$ cat src/rtl/chip_clk_gen.sv
// chip_clk_gen: multi-channel programmable clock generator.
//
// Derives N_CH independent divided clocks from clki. Each channel has its own
// counter, an active period/high-time pair and a shadow pair loaded through a
// valid/ready config port. Shadow values move to the active pair only at a
// period boundary (or immediately while the channel is idle), so a running
// output never glitches.
//
// Optional build macro: CHIP_CLK_TICK_EN
//   defined   -> tick_o carries a one-cycle strobe on every clk_o rising edge
//   undefined -> tick_o is tied low and no tick registers are built
//
// Ports
//   clki       in   system clock, all logic on its rising edge
//   rst        in   asynchronous active-high reset
//   clk_enb    in   synchronous global clear (forces every channel idle)
//   ch_en      in   [N_CH]   per-channel run request
//   cfg_valid  in   config request
//   cfg_ready  out  config accept (!pending of the addressed channel)
//   cfg_ch     in   [CH_W]   target channel (out of range: accepted, dropped)
//   cfg_div    in   [CNT_W]  period in clki cycles
//   cfg_high   in   [CNT_W]  high time in clki cycles
//   clk_o      out  [N_CH]   divided clocks, registered
//   tick_o     out  [N_CH]   rising-edge strobes, registered

// One output channel.
module chip_clk_ch #(
  parameter int CNT_W   = 26,
  parameter int DEF_DIV = 166667
) (
  input  logic             clki,
  input  logic             rst,
  input  logic             clk_enb,
  input  logic             en,
  input  logic             wr,
  input  logic [CNT_W-1:0] wdiv,
  input  logic [CNT_W-1:0] whigh,
  output logic             clk,
  output logic             tick,
  output logic             pending
);
  localparam logic [0:0] ST_IDLE = 1'b0;
  localparam logic [0:0] ST_RUN  = 1'b1;
  localparam logic [CNT_W-1:0] DEF_D = CNT_W'(DEF_DIV);
  localparam logic [CNT_W-1:0] DEF_H = CNT_W'(DEF_DIV / 2);

  logic [0:0]       state, state_n;
  logic [CNT_W-1:0] cnt, cnt_n;
  logic [CNT_W-1:0] div_a, high_a, div_p, high_p;
  logic [CNT_W-1:0] div_n, high_n;
  logic             clk_n, wrap, apply;

  assign wrap  = (state == ST_RUN) && (cnt == div_a - CNT_W'(1));
  // pending is registered, so a config accepted on a wrap edge is only seen
  // at the following boundary.
  assign apply = pending && (clk_enb || (state == ST_IDLE) || wrap);
  // Values that govern the cycle after this edge.
  assign div_n  = apply ? div_p  : div_a;
  assign high_n = apply ? high_p : high_a;

  always_comb begin
    state_n = state;
    cnt_n   = cnt;
    clk_n   = clk;
    if (clk_enb) begin
      state_n = ST_IDLE;
      cnt_n   = '0;
      clk_n   = 1'b0;
    end else if (state == ST_IDLE) begin
      cnt_n = '0;
      clk_n = 1'b0;
      if (en) begin
        state_n = ST_RUN;
        clk_n   = (high_n != '0);
      end
    end else if (wrap && !en) begin
      // en is only sampled at the wrap: the last period always completes
      state_n = ST_IDLE;
      cnt_n   = '0;
      clk_n   = 1'b0;
    end else begin
      cnt_n = wrap ? '0 : cnt + CNT_W'(1);
      clk_n = (cnt_n < high_n);
    end
  end

  always_ff @(posedge clki or posedge rst) begin
    if (rst) begin
      state   <= ST_IDLE;
      cnt     <= '0;
      clk     <= 1'b0;
      div_a   <= DEF_D;
      high_a  <= DEF_H;
      div_p   <= DEF_D;
      high_p  <= DEF_H;
      pending <= 1'b0;
    end else begin
      state <= state_n;
      cnt   <= cnt_n;
      clk   <= clk_n;
      // wr needs !pending and apply needs pending: never both at once
      if (wr) begin
        div_p   <= wdiv;
        high_p  <= whigh;
        pending <= 1'b1;
      end else if (apply) begin
        div_a   <= div_n;
        high_a  <= high_n;
        pending <= 1'b0;
      end
    end
  end

`ifdef CHIP_CLK_TICK_EN
  logic tick_q;
  always_ff @(posedge clki or posedge rst) begin
    if (rst) tick_q <= 1'b0;
    else     tick_q <= clk_n & ~clk;
  end
  assign tick = tick_q;
`else
  assign tick = 1'b0;
`endif
endmodule

module chip_clk_gen #(
  parameter  int N_CH    = 4,
  parameter  int CNT_W   = 26,
  parameter  int DEF_DIV = 166667,
  localparam int CH_W    = (N_CH > 1) ? $clog2(N_CH) : 1
) (
  input  logic             clki,
  input  logic             rst,
  input  logic             clk_enb,
  input  logic [N_CH-1:0]  ch_en,
  input  logic             cfg_valid,
  output logic             cfg_ready,
  input  logic [CH_W-1:0]  cfg_ch,
  input  logic [CNT_W-1:0] cfg_div,
  input  logic [CNT_W-1:0] cfg_high,
  output logic [N_CH-1:0]  clk_o,
  output logic [N_CH-1:0]  tick_o
);
  logic [N_CH-1:0]        pending;
  logic [(1<<CH_W)-1:0]   pend_x;
  logic [CNT_W-1:0]       div_c, high_c;
  logic                   acc;

  // Zero-padded so an out-of-range cfg_ch reads as not pending (ready=1).
  always_comb begin
    pend_x            = '0;
    pend_x[N_CH-1:0]  = pending;
  end

  assign cfg_ready = !pend_x[cfg_ch];
  assign acc       = cfg_valid && cfg_ready;

  // Clamp once at the port: period >= 2, high time <= period.
  always_comb begin
    div_c  = (cfg_div < CNT_W'(2)) ? CNT_W'(2) : cfg_div;
    high_c = (cfg_high >= div_c) ? div_c : cfg_high;
  end

  for (genvar i = 0; i < N_CH; i++) begin : g_ch
    chip_clk_ch #(.CNT_W(CNT_W), .DEF_DIV(DEF_DIV)) u_ch (
      .clki    (clki),
      .rst     (rst),
      .clk_enb (clk_enb),
      .en      (ch_en[i]),
      .wr      (acc && (cfg_ch == CH_W'(i))),
      .wdiv    (div_c),
      .whigh   (high_c),
      .clk     (clk_o[i]),
      .tick    (tick_o[i]),
      .pending (pending[i])
    );
  end
endmodule

$ cat config.mk
export PLATFORM = sky130hd
export DESIGN_NAME = chip_clk_gen
export DESIGN_NICKNAME = d
export VERILOG_FILES = /design/src/rtl/chip_clk_gen.sv
export SDC_FILE = /design/constraint.sdc
export NUM_CORES = 1
export LEC_CHECK = 0
export ABC_CLOCK_PERIOD_IN_PS = 15000
export CAP_MARGIN = 10
export CELL_PAD_IN_SITES_DETAIL_PLACEMENT = 0
export CELL_PAD_IN_SITES_GLOBAL_PLACEMENT = 1
export CORE_MARGIN = 5
export CORE_UTILIZATION = 46
export DETAILED_ROUTE_END_ITERATION = 12
export DONT_BUFFER_PORTS = 1
export GPL_TIMING_DRIVEN = 0
export PLACE_DENSITY = 0.82
export SLEW_MARGIN = 20
export SYNTH_ARGS = -nofsm -noshare
export SYNTH_HDL_FRONTEND = slang
export SYNTH_SLANG_ARGS = --single-unit
$ cat constraint.sdc
create_clock -name clki -period 15 [get_ports clki]
set_input_delay 0.75 -clock clki [delete_from_list [all_inputs] [get_ports clki]]
set_output_delay 0.75 -clock clki [all_outputs]
set_load 0.02 [all_outputs]
== Word-level counts from Yosys, hierarchy flattened ==
Cells that the tools add are included.

* Output and inout port bits: 9
* Bits of input ports: 62
* Flip-flop bits (word level): 532

* Reductions and logical operators: 43
* Mux-type cells: 64
* $lt $le $gt $ge: 7
* $add $sub $neg: 8
* Bitwise gates (word level): 8
* Equality and inequality tests: 7

{| class="wikitable"
|+ Operator list
! kind !! count
|-
| $mux 26 || 22
|-
| $add 26x1->26 const B || 4
|-
| $eq 26x26->1 || 4
|-
| $lt 26x26->1 || 4
|-
| $reduce_bool 26->1 || 4
|-
| $sub 26x1->26 const B || 4
|-
| $mux 1 || 41
|-
| $ge 26x26->1 || 1
|-
| $lt 26x2->1 const B || 1
|-
| $logic_and 1x1->1 || 17
|-
| $logic_or 1x1->1 || 8
|-
| $not 1->1 || 8
|-
| $reduce_and 2->1 || 4
|-
| $reduce_bool 2->1 || 4
|-
| $logic_not 1->1 || 5
|-
| $eq 2x2->1 const B || 2
|-
| $lt 2x3->1 const B || 1
|-
| $bmux 1 s2 || 1
|-
| $eq 2x1->1 const B || 1
|-
| $logic_not 2->1 || 1
|}

== Logic depth before layout (Yosys ltp) ==
Gate-level depths: netlist of the first run.

* Depth after elaboration: 10
* Gate-level depth with buffers: 24
* Mapped depth without buffers: 22

== Modules after synthesis ==
From an unflattened synthesis of the first run, not the netlist that was laid out.

* Cell total of the unflattened synthesis: 2731
* Area total of the unflattened synthesis: 30528.0 sq um

{| class="wikitable"
|+ By module, submodules not included
! module !! area each (sq um) !! cells each !! instances
|-
| chip_clk_ch at g_ch[1].u_ch ... || 7303.3 || 643 || 3
|-
| chip_clk_ch at g_ch[0].u_ch || 7422.1 || 640 || 1
|-
| chip_clk_gen || 1196.1 || 162 || 1
|}

== Worst setup path after synthesis of the first run ==
No wires, ideal clock.

* Path kind: register -> register
* Start: reg g_ch[2].u_ch.div_a[4]
* End: reg g_ch[2].u_ch.clk
* Buffers on the path: 2
* Setup time: 0.066 ns
* Data arrival time: 5.314 ns
* Cell stages (with the launch flop): 23
* Data required time: 14.934 ns
* Period minus slack after synthesis: 5.380 ns
* Setup slack: 9.620 ns
* Cells stage by stage: dfrtp_1 -> nor4_1 -> nand4_1 -> o211ai_1 -> o31ai_1 -> a211o_1 -> o2111ai_1 -> a31o_2 -> clkbuf_1 -> buf_1 -> mux2_2 -> inv_1 -> ha_1 -> a21o_1 -> a21o_1 -> a21o_1 -> a21o_1 -> a21oi_1 -> o21ai_0 -> a211oi_1 -> o22ai_1 -> nor4_1 -> o311a_1

* Word-level cells in the longest chain between the ends: 10
* Elaborated cells between the ends (all ways): 14
* Those cells by class: 1 x add/sub; 1 x order compare; 1 x eq/ne; 6 x mux; 5 x reduce/logical

{| class="wikitable"
|+ RTL lines
! element !! line !! text
|-
| start: declaration || 49 || <nowiki>logic [CNT_W-1:0] div_a, high_a, div_p, high_p;</nowiki>
|-
| start signal: assignment || 107 || <nowiki>div_a <= div_n;</nowiki>
|-
| $sub 26x1->26 * || 53 || <nowiki>assign wrap = (state == ST_RUN) && (cnt == div_a - CNT_W'(1));</nowiki>
|-
| $eq 26x26->1 * || 53 ||
|-
| $logic_and 1x1->1 * || 53 ||
|-
| $logic_or 1x1->1 || 56 || <nowiki>assign apply = pending && (clk_enb || (state == ST_IDLE) || wrap);</nowiki>
|-
| $logic_and 1x1->1 || 56 ||
|-
| $mux 26 || 59 || <nowiki>assign high_n = apply ? high_p : high_a;</nowiki>
|-
| $lt 26x26->1 / $reduce_bool 26->1 (equally long branches) || 83, 74 ||
|-
| $mux 1 (on tied branches) || 76, 72 ||
|-
| $mux 1 * || 69 || <nowiki>end else if (state == ST_IDLE) begin</nowiki>
|-
| $mux 1 * || 65 || <nowiki>if (clk_enb) begin</nowiki>
|-
| net g_ch[2].u_ch.clk_n || 51 || <nowiki>logic clk_n, wrap, apply;</nowiki>
|-
| end signal: assignment || 100 || <nowiki>clk <= clk_n;</nowiki>
|-
| end: declaration || 38 || <nowiki>output logic clk,</nowiki>
|}

The timed path passes the listed nets; every way through them passes the cells marked *.
A chain may end at the register's enable or synchronous reset.

== Final worst setup path of the first run ==
* Start: reg g_ch[2].u_ch.div_a[0]
* End: reg g_ch[2].u_ch.clk

Same word-level chain as after synthesis.

==> results of run 1 <==
-- cell type report --
class,instances,share of cell area [%]
tap,837,3.23
inverter,161,1.88
sequential,532,41.5
multi-input combinational,2111,44.1
timing repair buffer,18,1.15
buffer,133,1.78
clock buffer,84,5.29
clock inverter,24,0.946
antenna,13,0.100
-- cell families after synthesis --
family / share of synthesized area (%)
flops: 46.6
xor+xnor: 6.57
buf+inv: 4.09
compound gates: 9.76
mux: 9.37
fa+ha+maj: 5.80
simple gates: 17.8
other cells: 0.0130
-- placed cells by master (no fill, tap or decap), drive strengths merged, types with 82 or more instances in the layout --
cell	n
clkbuf	183
dfrtp	412
dfstp	120
ha	134
inv	159
mux2	161
mux2i	82
nand2	303
nor2	256
nor3	83
nor4	88
o21ai	251
xnor2	95
xor2	114
-- metrics by stage --
step	instance area (um^2)	total power, W	std cells	hold WS (ns)	setup slack [ns]
after floorplan	28900	0.00300	2937	0.443	7.12
after global placement	30000	0.00334	3774	0.460	4.59
after detailed placement	30300	0.00341	3791	0.467	7.58
after CTS	32400	0.00494	3900	0.163	7.51
after global routing	32400	0.00520	3900	0.173	7.23
final	32400	0.00494	3913	0.194	7.57
-- worst max-delay path, stage by stage (launching register included) --
cell       delay, ns
dfstp_2         0.40
inv_1           0.06
ha_1            0.18
nor3b_1         0.80
nand4_1         0.61
o211ai_1        0.35
o31ai_1         0.12
a211o_1         0.36
o2111ai_1       0.25
a31o_2          0.23
clkbuf_1        0.29
buf_1           0.48
mux2_2          0.41
inv_1           0.11
ha_1            0.26
a21o_1          0.19
a21o_1          0.17
a21o_1          0.18
a21o_1          0.19
a21oi_1         0.13
o21ai_0         0.14
a211oi_1        0.43
o22ai_1         0.18
nor4_1          0.50
o311a_1         0.33
-- metal layers --
layer / wire, um / part of all wire [%]
met5: 150 / 0.17
met3: 7510 / 8.6
met4: 1930 / 2.2
met1: 38400 / 44
met2: 39000 / 45
-- state kept, by name, summed over array words and instances (netlist names) --
| signal | count |
|---|---|
| g_ch.u_ch.div_a | 104 |
| g_ch.u_ch.state | 4 |
| g_ch.u_ch.high_p | 104 |
| g_ch.u_ch.cnt | 104 |
| g_ch.u_ch.div_p | 104 |
| g_ch.u_ch.pending | 4 |
| g_ch.u_ch.high_a | 104 |
| g_ch.u_ch.clk | 4 |
-- cells in the mapped netlist (10+ instances only) --
library cell	n	share of area, %
nor4_1	87	1.9
or4_1	18	0.47
a31oi_1	10	0.22
and4_1	10	0.30
dfstp_2	120	11
o21ai_0	250	4.3
nor3_1	82	1.4
nand2b_1	19	0.41
nand3b_1	10	0.26
dfrtp_1	412	36
nor2_1	256	3.3
nand4_1	58	1.3
inv_2	24	0.31
nand2_1	302	3.9
a21oi_1	61	1.1
mux2_1	32	1.2
inv_1	136	1.8
clkbuf_1	99	1.3
ha_1	134	5.8
or2_2	14	0.30
mux2i_1	62	2.1
nor2b_1	22	0.48
o211ai_1	13	0.34
and2_1	10	0.22
xnor2_1	95	2.9
nand3_1	76	1.3
a21o_1	42	1.1
xor2_1	114	3.5
buf_1	14	0.18
mux2_2	129	5.0
and3_1	32	0.69
mux2i_2	20	0.95
nor3b_1	12	0.31
o31ai_1	10	0.26
or3_1	12	0.26
-- power groups by stage --
stage,registers (W),logic (W),clock network (W)
2_1_floorplan,0.00205,0.000946,0
3_3_place_gp,0.00216,0.00118,0
3_5_place_dp,0.00218,0.00123,0
4_1_cts,0.00216,0.00125,0.00154
5_1_grt,0.00220,0.00139,0.00160
6_report,0.00216,0.00126,0.00152
-- worst min path at each step --
stage / slack, ns / cells past startpoint / to / startpoint
after detailed placement: 0.47 / 2 / g_ch[1].u_ch.div_p[14]$_DFFE_PP0P_ / g_ch[1].u_ch.div_p[14]$_DFFE_PP0P_
final: 0.19 / 1 / g_ch[2].u_ch.state$_DFF_PP0_ / clk_enb
after global routing: 0.17 / 1 / g_ch[2].u_ch.state$_DFF_PP0_ / clk_enb
after floorplan: 0.44 / 2 / g_ch[1].u_ch.div_p[10]$_DFFE_PP0P_ / g_ch[1].u_ch.div_p[10]$_DFFE_PP0P_
after CTS: 0.16 / 1 / g_ch[2].u_ch.state$_DFF_PP0_ / clk_enb
after global placement: 0.46 / 2 / g_ch[0].u_ch.div_p[13]$_DFFE_PP0P_ / g_ch[0].u_ch.div_p[13]$_DFFE_PP0P_
==> impl_metrics.csv, run 1 <==
group,metric,value,unit
global_route,grt_pass1_vias,22910,
clock_tree,clk_pin_slew,0.06,ns
routing,final_antenna_net_count,0,
power,power_density,152,nW/um^2
yosys,synth-seq-area-share,46.6,%
clock_tree,cts-htree-levels,2,
final_layout,final_core_util,52.3,%
worst_setup_path,worstSetupPathType,"register to register",
routing,drt_iter0_markers,1812,
final_layout,fillers,5579,
timing,rsz0062_at_grt,"false",
clock_tree,hold_buffers,1,
die,dieWidth,261,um
global_route,grt_busiest_layer,"met2",
worst_setup_path,r2r_cells,24,
timing,slew-limit-headroom,15.2,%
clock_tree,cts.sinks,532,
worst_setup_path,worstReg2RegStart,"g_ch[2].u_ch.div_a[0]$_DFFE_PP1P_",
routing,vias,22690,
final_layout,multi_input_area,14300,um^2
clock_tree,ctsResizeCount,0,
global_route,use_met3,7.47,%
timing,drv_slew,0,
outcome,status,"finished clean",
worst_setup_path,path_max_fanout,10,
clock_tree,cts_max_path_buffers,3,
worst_setup_path,crit_arrival,7.97,ns
global_route,overflow,0,
yosys,ys_ff_latch,532,
die,die-area,67900,um^2
timing,fmax,0.135,GHz
global_route,grt_max_degree,38,
worst_setup_path,cp.required,15.53,ns
worst_setup_path,crit_end,"g_ch[2].u_ch.clk$_DFF_PP0_",
timing,timing_hold_violations_final,0,
final_layout,area_delta_synth_final,12.2,%
worst_setup_path,critPathLaunch,"g_ch[2].u_ch.div_a[0]$_DFFE_PP1P_",
routing,wl_per_cell,22.2,um
timing,setup_violations,0,
final_layout,drive_gt1_share,15.0,%
global_route,grt_pass1_wl,134,mm
yosys,ys_types,84,
clock_tree,cts_buffers,59,
routing,totalWireLength,87.0,mm
clock_tree,clock_latency,0.63,ns
clock_tree,cts-root-buf,"clkbuf_16",
placement,gp_congestion,0.958,
power,pwr-share-clk,30.8,%
worst_setup_path,r2r_slack,7.57,ns
clock_tree,cts_tree,"yes",
power,p_sw,0.00166,W
power,peakVddDrop,0.000106,V
yosys,yosysWarnings,0,
flow_run,drv_cap,0,
timing,worst_slew_pin_slew,1.24,ns
worst_setup_path,cp-end-kind,"register",
power,p_leak,14.8,nW
timing,min_period,7.43,ns
yosys,synthCells,2934,
timing,tns,0,ns
global_route,antenna_found_initial,8,
placement,dp.final_hpwl,66.7,mm
routing,firstDrtPassIters,5,
worst_setup_path,start_kind,"register",
global_route,grt_util_met1,35.1,%
yosys,ys_async_sr_fraction,100,%
yosys,synth-edff-count,0,
routing,drt_drc_violations_left,0,
final_layout,seqCellArea,13500,um^2
yosys,synth.avg_cell_area,9.85,um^2
die,die_h,261,um
placement,numPortBuffers,0,
die,pin_count,71,
timing,fin_worst_skew,0.0144,ns
routing,via_per_inst,5.80,
worst_hold_path,worstHoldPathType,"input pin to register",
power,p_sw_share,33.5,%
power,p_int,0.00328,W
timing,post-route-period-util,49.6,%
die,core_area,61900,um^2
yosys,ys.flop_type,"dfrtp_1",
global_route,grt_usage,25.5,%
clock_tree,postCtsSetupRepairBufs,0,
worst_setup_path,r2r-end,"g_ch[2].u_ch.clk$_DFF_PP0_",
yosys,synth_area,28900,um^2
die,rows,91,
power,power_frac_comb,25.4,%
die,initial_utilization,46.7,%
final_layout,nets,3212,
global_route,gr-usage-met2,40.0,%
power,pwr-share-seq,43.8,%
Power figures use the tool's default switching activity.
==> run 2, diff against run 1 <==
ABC_CLOCK_PERIOD_IN_PS = 7100   (was 15000)
CORE_UTILIZATION = 49   (was 46)
PLACE_DENSITY = 0.84   (was 0.82)
clock period = 7.1 ns   (was 15 ns; I/O delays follow)
==> run 2 against run 1 <==
Effect of this change: core utilization grew 3.1 points; register-to-register slack lost 7.1 ns; critical endpoint is now g_ch[0].u_ch.clk$_DFF_PP0_; die area shrank 5.9%.
==> impl_metrics.csv, run 2 (synthesis results as in run 1) <==
group,metric,value,unit
outcome,status,"finished clean",
worst_setup_path,cp.required,7.61,ns
power,power_density,327,nW/um^2
global_route,grt_max_degree,38,
clock_tree,cts_max_path_buffers,3,
clock_tree,cts_tree,"yes",
worst_setup_path,critical-path-max-stage-delay,0.90,ns
clock_tree,cts_buffers,59,
routing,drt_drc_violations_left,0,
worst_setup_path,cp-end-kind,"register",
worst_setup_path,start_kind,"register",
clock_tree,cts-root-buf,"clkbuf_16",
clock_tree,cts.sinks,532,
worst_setup_path,r2r_slack,0.48,ns
routing,wl_per_cell,22.3,um
die,rows,89,
global_route,grt_usage,26.7,%
worst_setup_path,crit_path_top_delay_cell,"nor4_1",
clock_tree,clock_latency,0.64,ns
timing,fin_ws,0.480,ns
routing,drt_iter0_markers,1999,
worst_setup_path,critPathLaunch,"g_ch[0].u_ch.div_a[4]$_DFFE_PP0P_",
final_layout,drive_gt1_share,15.3,%
timing,post-route-period-util,93.2,%
worst_hold_path,hold_start,"ch_en[0]",
timing,min_period,6.62,ns
placement,gp_congestion,0.941,
final_layout,final_common_cell,"dfrtp_1",
flow_run,drv_cap,0,
global_route,overflow,0,
global_route,grt_pass1_wl,133,mm
final_layout,nets,3219,
global_route,antenna_found_initial,10,
placement,post-place-ws,0.236,ns
worst_hold_path,worstHoldPathType,"input pin to register",
timing,timing_hold_violations_final,0,
timing,slew-limit-headroom,18.8,%
final_layout,final_cell_mix,"dfrtp_1, nand2_1, nor2_1",
worst_setup_path,crit_arrival,7.14,ns
timing,fin_worst_skew,0.0191,ns
power,peakVddDrop,0.000249,V
die,pin_count,71,
power,p_leak,14.9,nW
final_layout,post-route-cell-area,32500,um^2
routing,vias,22772,
placement,place_area,30300,um^2
routing,firstDrtPassIters,6,
die,initial_utilization,49.2,%
worst_setup_path,path_cells,"clkbuf_1, nor4_1, nand4_1, o31a_1, nor4b_1, o2111ai_1, a2111oi_4, o21ai_1, clkbuf_1, mux2_2, inv_1, ha_1, nand4_1, or2_2, nor4_1, o2111ai_1, a31o_2",
global_route,grt_pass1_vias,22683,
final_layout,area_delta_synth_final,12.6,%
clock_tree,cts-htree-levels,2,
die,core_area,58700,um^2
die,die_h,253,um
routing,via_per_inst,5.92,
timing,fmax,0.151,GHz
worst_setup_path,worstReg2RegStart,"g_ch[0].u_ch.div_a[4]$_DFFE_PP0P_",
clock_tree,clk_pin_slew,0.05,ns
timing,rsz0062_at_grt,"false",
placement,dp.final_hpwl,66.2,mm
routing,totalWireLength,85.9,mm
worst_setup_path,path_max_fanout,10,
die,die-area,63900,um^2
die,dieWidth,253,um
worst_setup_path,worstSetupPathType,"register to register",
worst_setup_path,r2r-end,"g_ch[0].u_ch.clk$_DFF_PP0_",
placement,numPortBuffers,0,
timing,drv_slew,0,
clock_tree,postCtsSetupRepairBufs,0,
timing,setup_violations,0,
worst_setup_path,r2r_cells,17,
timing,worst_slew_pin_slew,1.21,ns
worst_setup_path,crit_end,"g_ch[0].u_ch.clk$_DFF_PP0_",
routing,final_antenna_net_count,0,
run 2: worst min path at each step:
stage          slack, ns                                 end  depth (start not counted)
4_1_cts            0.002          g_ch[1].u_ch.clk$_DFF_PP0_                          2
6_report            0.01          g_ch[0].u_ch.clk$_DFF_PP0_                          2
2_1_floorplan       0.42        g_ch[2].u_ch.state$_DFF_PP0_                          1
3_5_place_dp        0.28  g_ch[3].u_ch.div_p[13]$_DFFE_PP0P_                          1
5_1_grt             0.03   g_ch[2].u_ch.div_p[0]$_DFFE_PP1P_                          2
3_3_place_gp        0.42        g_ch[2].u_ch.state$_DFF_PP0_                          1
run 2: per-layer routing:
| layer | vias up | global-route usage (%) | share of wire (%) |
|---|---|---|---|
| met5 | - | 0 | 0.079 |
| met4 | 4 | 8.19 | 3.2 |
| met3 | 149 | 8.57 | 9.5 |
| met2 | 791 | 41.2 | 45 |
| met1 | 11340 | 36.4 | 43 |
| li1 | 10488 | - | - |
run 2: worst max-delay path, delay by kind of cell, from the launching register on:
kind | cells | cell delay, ns
AOI/OAI and AO/OA | 6 | 2.02
muxes | 1 | 0.32
DFF | 1 | 0.35
buffers and inverters | 3 | 0.66
adders and majority gates | 1 | 0.31
and+or+nand+nor | 6 | 2.82
run 2: final cells by class:
| type | instances | area, um^2 |
|---|---|---|
| Antenna cell | 3 | 7.51 |
| Buffer | 133 | 578 |
| Clock buffer | 80 | 1720 |
| Clock inverter | 31 | 455 |
| Fill cell | 5109 | 26100 |
| Inverter | 161 | 608 |
| Multi-Input combinational cell | 2111 | 14300 |
| Sequential cell | 532 | 13500 |
| Tap cell | 773 | 967 |
| Timing Repair Buffer | 25 | 458 |
run 2: power by group:
group          total, W  internal [W]  leakage (nW)  switching, W
Clock           0.00341       0.00209          1.07       0.00132
Sequential      0.00456       0.00386          6.57      0.000697
Combinational   0.00266       0.00116          7.30       0.00151
run 2: stage by stage:
| step | power [W] | TNS [ns] | util (%) | hold slack [ns] | instances |
|---|---|---|---|---|---|
| after floorplan | 0.00633 | -160.31 | - | 0.421 | 2937 |
| after global placement | 0.00704 | -1170.17 | 50.9 | 0.425 | 3710 |
| after detailed placement | 0.00720 | 0 | 51.6 | 0.279 | 3729 |
| after CTS | 0.0106 | 0 | 55.4 | 0.00184 | 3846 |
| after global routing | 0.0112 | 0 | 55.5 | 0.0287 | 3849 |
| final | 0.0106 | 0 | 55.5 | 0.0125 | 3849 |
run 2: repair_timing:
item                                    4_1_cts  5_1_grt
hold buffers                                  6        0
endpoints found under the hold margin       113        0
gates resized for setup                       0        1
endpoints found under the setup margin        0        1
==> run 3, diff against run 2 <==
CORE_MARGIN = default   (was 5)
PLACE_DENSITY = 0.82   (was 0.84)
SYNTH_HIERARCHICAL = 1   (was default)
==> run 3 against run 2 <==
Effect of this change: clock power fell by 4%; first-iteration DRC count fell by 21%; sequential power rose by 11%; worst hold slack improved by 0.021 ns; synthesized cell count fell by 6.9%; clock-buffer cell count rose by 1; power rose by 7.3%; largest cell class unchanged; highest routed layer unchanged; critical endpoint is now g_ch[2].u_ch/clk$_DFF_PP0_.
==> impl_metrics.csv, run 3 <==
group,metric,value,unit
power,power_density,336,nW/um^2
die,dieWidth,252,um
worst_setup_path,worstSetupPathType,"register to register",
timing,drv_slew,0,
clock_tree,clk_pin_slew,0.06,ns
clock_tree,cts_buffers,59,
die,rows,91,
routing,vias,22115,
worst_setup_path,r2r_cells,20,
routing,firstDrtPassIters,5,
final_layout,area_delta_synth_final,11.0,%
timing,min_period,5.85,ns
yosys,synth-edff-count,0,
worst_setup_path,cp-end-kind,"register",
global_route,grt_pass1_vias,22363,
die,die_h,252,um
worst_setup_path,path_max_fanout,10,
clock_tree,cts-htree-levels,2,
yosys,syn-num-nets,2927,
worst_setup_path,critical-path-max-stage-delay,0.68,ns
routing,totalWireLength,89.0,mm
timing,setup_violations,0,
yosys,synth-seq-area-share,44.1,%
yosys,synthCells,2731,
yosys,synth_top_area_share,33.8,%
final_layout,drive_gt1_share,21.1,%
worst_setup_path,crit_end,"g_ch[2].u_ch/clk$_DFF_PP0_",
worst_setup_path,r2r_slack,1.25,ns
global_route,overflow,0,
yosys,ys_types,79,
yosys,ys_ff_latch,532,
placement,gp_congestion,0.898,
yosys,synth_common_cells,"dfrtp_1, nor2_1, mux2_2",
worst_setup_path,start_kind,"register",
power,p_leak,15.0,nW
final_layout,fillers,5250,
global_route,grt_usage,28.4,%
die,core_area,61600,um^2
timing,fin_worst_skew,0.0184,ns
die,initial_utilization,49.6,%
yosys,ys_async_sr_fraction,100,%
worst_setup_path,cp.required,7.58,ns
routing,via_per_inst,5.98,
clock_tree,postCtsSetupRepairBufs,0,
outcome,status,"finished clean",
global_route,grt_max_degree,93,
worst_setup_path,critPathTopFamily,"simple AND/OR/NAND/NOR gates",
yosys,yosysTopAreaCell,"dfrtp_1",
power,peakVddDrop,0.000162,V
timing,fmax,0.171,GHz
routing,drt_iter0_markers,1586,
placement,numPortBuffers,0,
yosys,ys.flop_type,"dfrtp_1",
timing,post-route-period-util,82.4,%
worst_setup_path,cp_num_cells,20,
clock_tree,cts_max_path_buffers,3,
worst_setup_path,critPathLaunch,"g_ch[2].u_ch/div_a[0]$_DFFE_PP1P_",
routing,final_antenna_net_count,0,
power,finalPower,0.0114,W
yosys,synth_area_leaders,"dfrtp_1, dfstp_2, mux2_2",
final_layout,final_common_cell,"dfrtp_1",
timing,tns,0,ns
timing,timing_hold_violations_final,0,
global_route,grt_pass1_wl,136,mm
worst_hold_path,worstHoldPathType,"input pin to register",
timing,rsz0062_at_grt,"false",
worst_setup_path,crit_path_top_delay_cell,"nor4b_1",
die,die-area,63300,um^2
timing,worst_slew_pin_slew,1.20,ns
routing,wl_per_cell,24.1,um
placement,dp.final_hpwl,65.8,mm
routing,drt_drc_violations_left,0,
yosys,yosysWarnings,6,
global_route,antenna_found_initial,15,
yosys,synth.avg_cell_area,11.2,um^2
flow_run,drv_cap,0,
timing,slew-limit-headroom,20.1,%
final_layout,nets,2998,
worst_setup_path,critPathBufInv,2,
yosys,synth.most_common_cell,"dfrtp_1",
final_layout,final_cell_mix,"dfrtp_1, nor2_1, mux2_2",
die,pin_count,71,
clock_tree,ctsResizeCount,0,
clock_tree,cts-root-buf,"clkbuf_16",
clock_tree,hold_buffers,6,
clock_tree,cts_tree,"yes",
worst_setup_path,worstReg2RegStart,"g_ch[2].u_ch/div_a[0]$_DFFE_PP1P_",
clock_tree,clock_latency,0.63,ns
clock_tree,cts.sinks,532,
worst_setup_path,path_cells,"inv_1, ha_1, nor4b_1, nand3_1, nor3_1, o22ai_1, nor4_2, a31o_2, nand2_1, buf_4, mux2i_1, ha_1, a21o_1, a21o_1, a21oi_1, o21ai_0, o21a_1, o21ai_0, nand3_1, o31ai_1",
worst_setup_path,r2r-end,"g_ch[2].u_ch/clk$_DFF_PP0_",
yosys,synth_area,30500,um^2
worst_setup_path,crit_arrival,6.33,ns
## run 3: cell types whose count changed after synthesis, sizes merged, moves of 19 or more
cell	change
mux2	+280
clkbuf	-19
inv	-105
nor4	+20
mux2i	+22
xnor2	+25
o21ai	-221
a21oi	-19
nand2	-191
## run 3: area by class of cell
type                    count  area (um^2)  area share [%]
diodes                      8         20.0          0.0591
repair buffers             10          170           0.502
well taps                 837         1050            3.09
flip-flops and latches    532        13500            39.7
inverters                  55          236           0.698
clock inverters            30          363            1.07
plain buffers             130          713            2.10
multi-input cells        2014        16100            47.6
clock buffers              81         1730            5.11
## run 3: worst min path at each step
stage                 start                                 end  slack (ns)  cells past startpoint
floorplan           clk_enb        g_ch[0].u_ch/state$_DFF_PP0_        0.45                      1
global placement    clk_enb        g_ch[0].u_ch/state$_DFF_PP0_        0.46                      1
detailed placement      rst  g_ch[0].u_ch/div_p[20]$_DFFE_PP0P_        0.22                      1
CTS                 clk_enb          g_ch[0].u_ch/clk$_DFF_PP0_       0.004                      3
global route        clk_enb          g_ch[0].u_ch/clk$_DFF_PP0_        0.03                      3
finish              clk_enb          g_ch[0].u_ch/clk$_DFF_PP0_        0.03                      3
## run 3: power breakdown
part / internal [W] / switching [W] / leakage [nW]
registers: 0.00407 / 0.000982 / 6.40
clock network: 0.00199 / 0.00130 / 1.05
logic: 0.00154 / 0.00153 / 7.51
total: 0.00760 / 0.00381 / 15.0
## run 3: cells by family (layout without fill, tap and decap cells)
group | Yosys count | in the layout | synth area share [%]
AO/OA/AOI/OAI | 213 | 213 | 4.88
other | 4 | 12 | 0.0492
AND/OR/NAND/NOR | 887 | 887 | 15.4
adder cells (fa/ha/maj) | 134 | 134 | 5.49
buffers and inverters | 185 | 306 | 3.01
flip-flops | 532 | 532 | 44.1
XOR/XNOR | 230 | 230 | 6.73
multiplexers | 546 | 546 | 20.4
## run 3: worst min-delay path: stages
cell and delay, ns:
or4_1 0.08, a21oi_1 0.04, a21o_1 0.15
## run 3: routing by layer
layer	track usage, %	routed length, um
met5	0	55
met2	43.4	39200
met3	7.59	7450
met1	38.8	39200
met4	10.1	3150
## run 3: metrics by stage
| stage | util (%) | cell area (um^2) | hold WS, ns | instances | setup WS, ns |
|---|---|---|---|---|---|
| 2_1_floorplan | - | 30500 | 0.446 | 2731 | 2.55 |
| 3_3_place_gp | 51.3 | 31600 | 0.459 | 3568 | 1.44 |
| 3_5_place_dp | 51.5 | 31700 | 0.216 | 3572 | 1.36 |
| 4_1_cts | 55.0 | 33900 | 0.00402 | 3689 | 1.30 |
| 5_1_grt | 55.0 | 33900 | 0.0298 | 3689 | 0.827 |
| 6_report | 55.0 | 33900 | 0.0333 | 3697 | 1.25 |
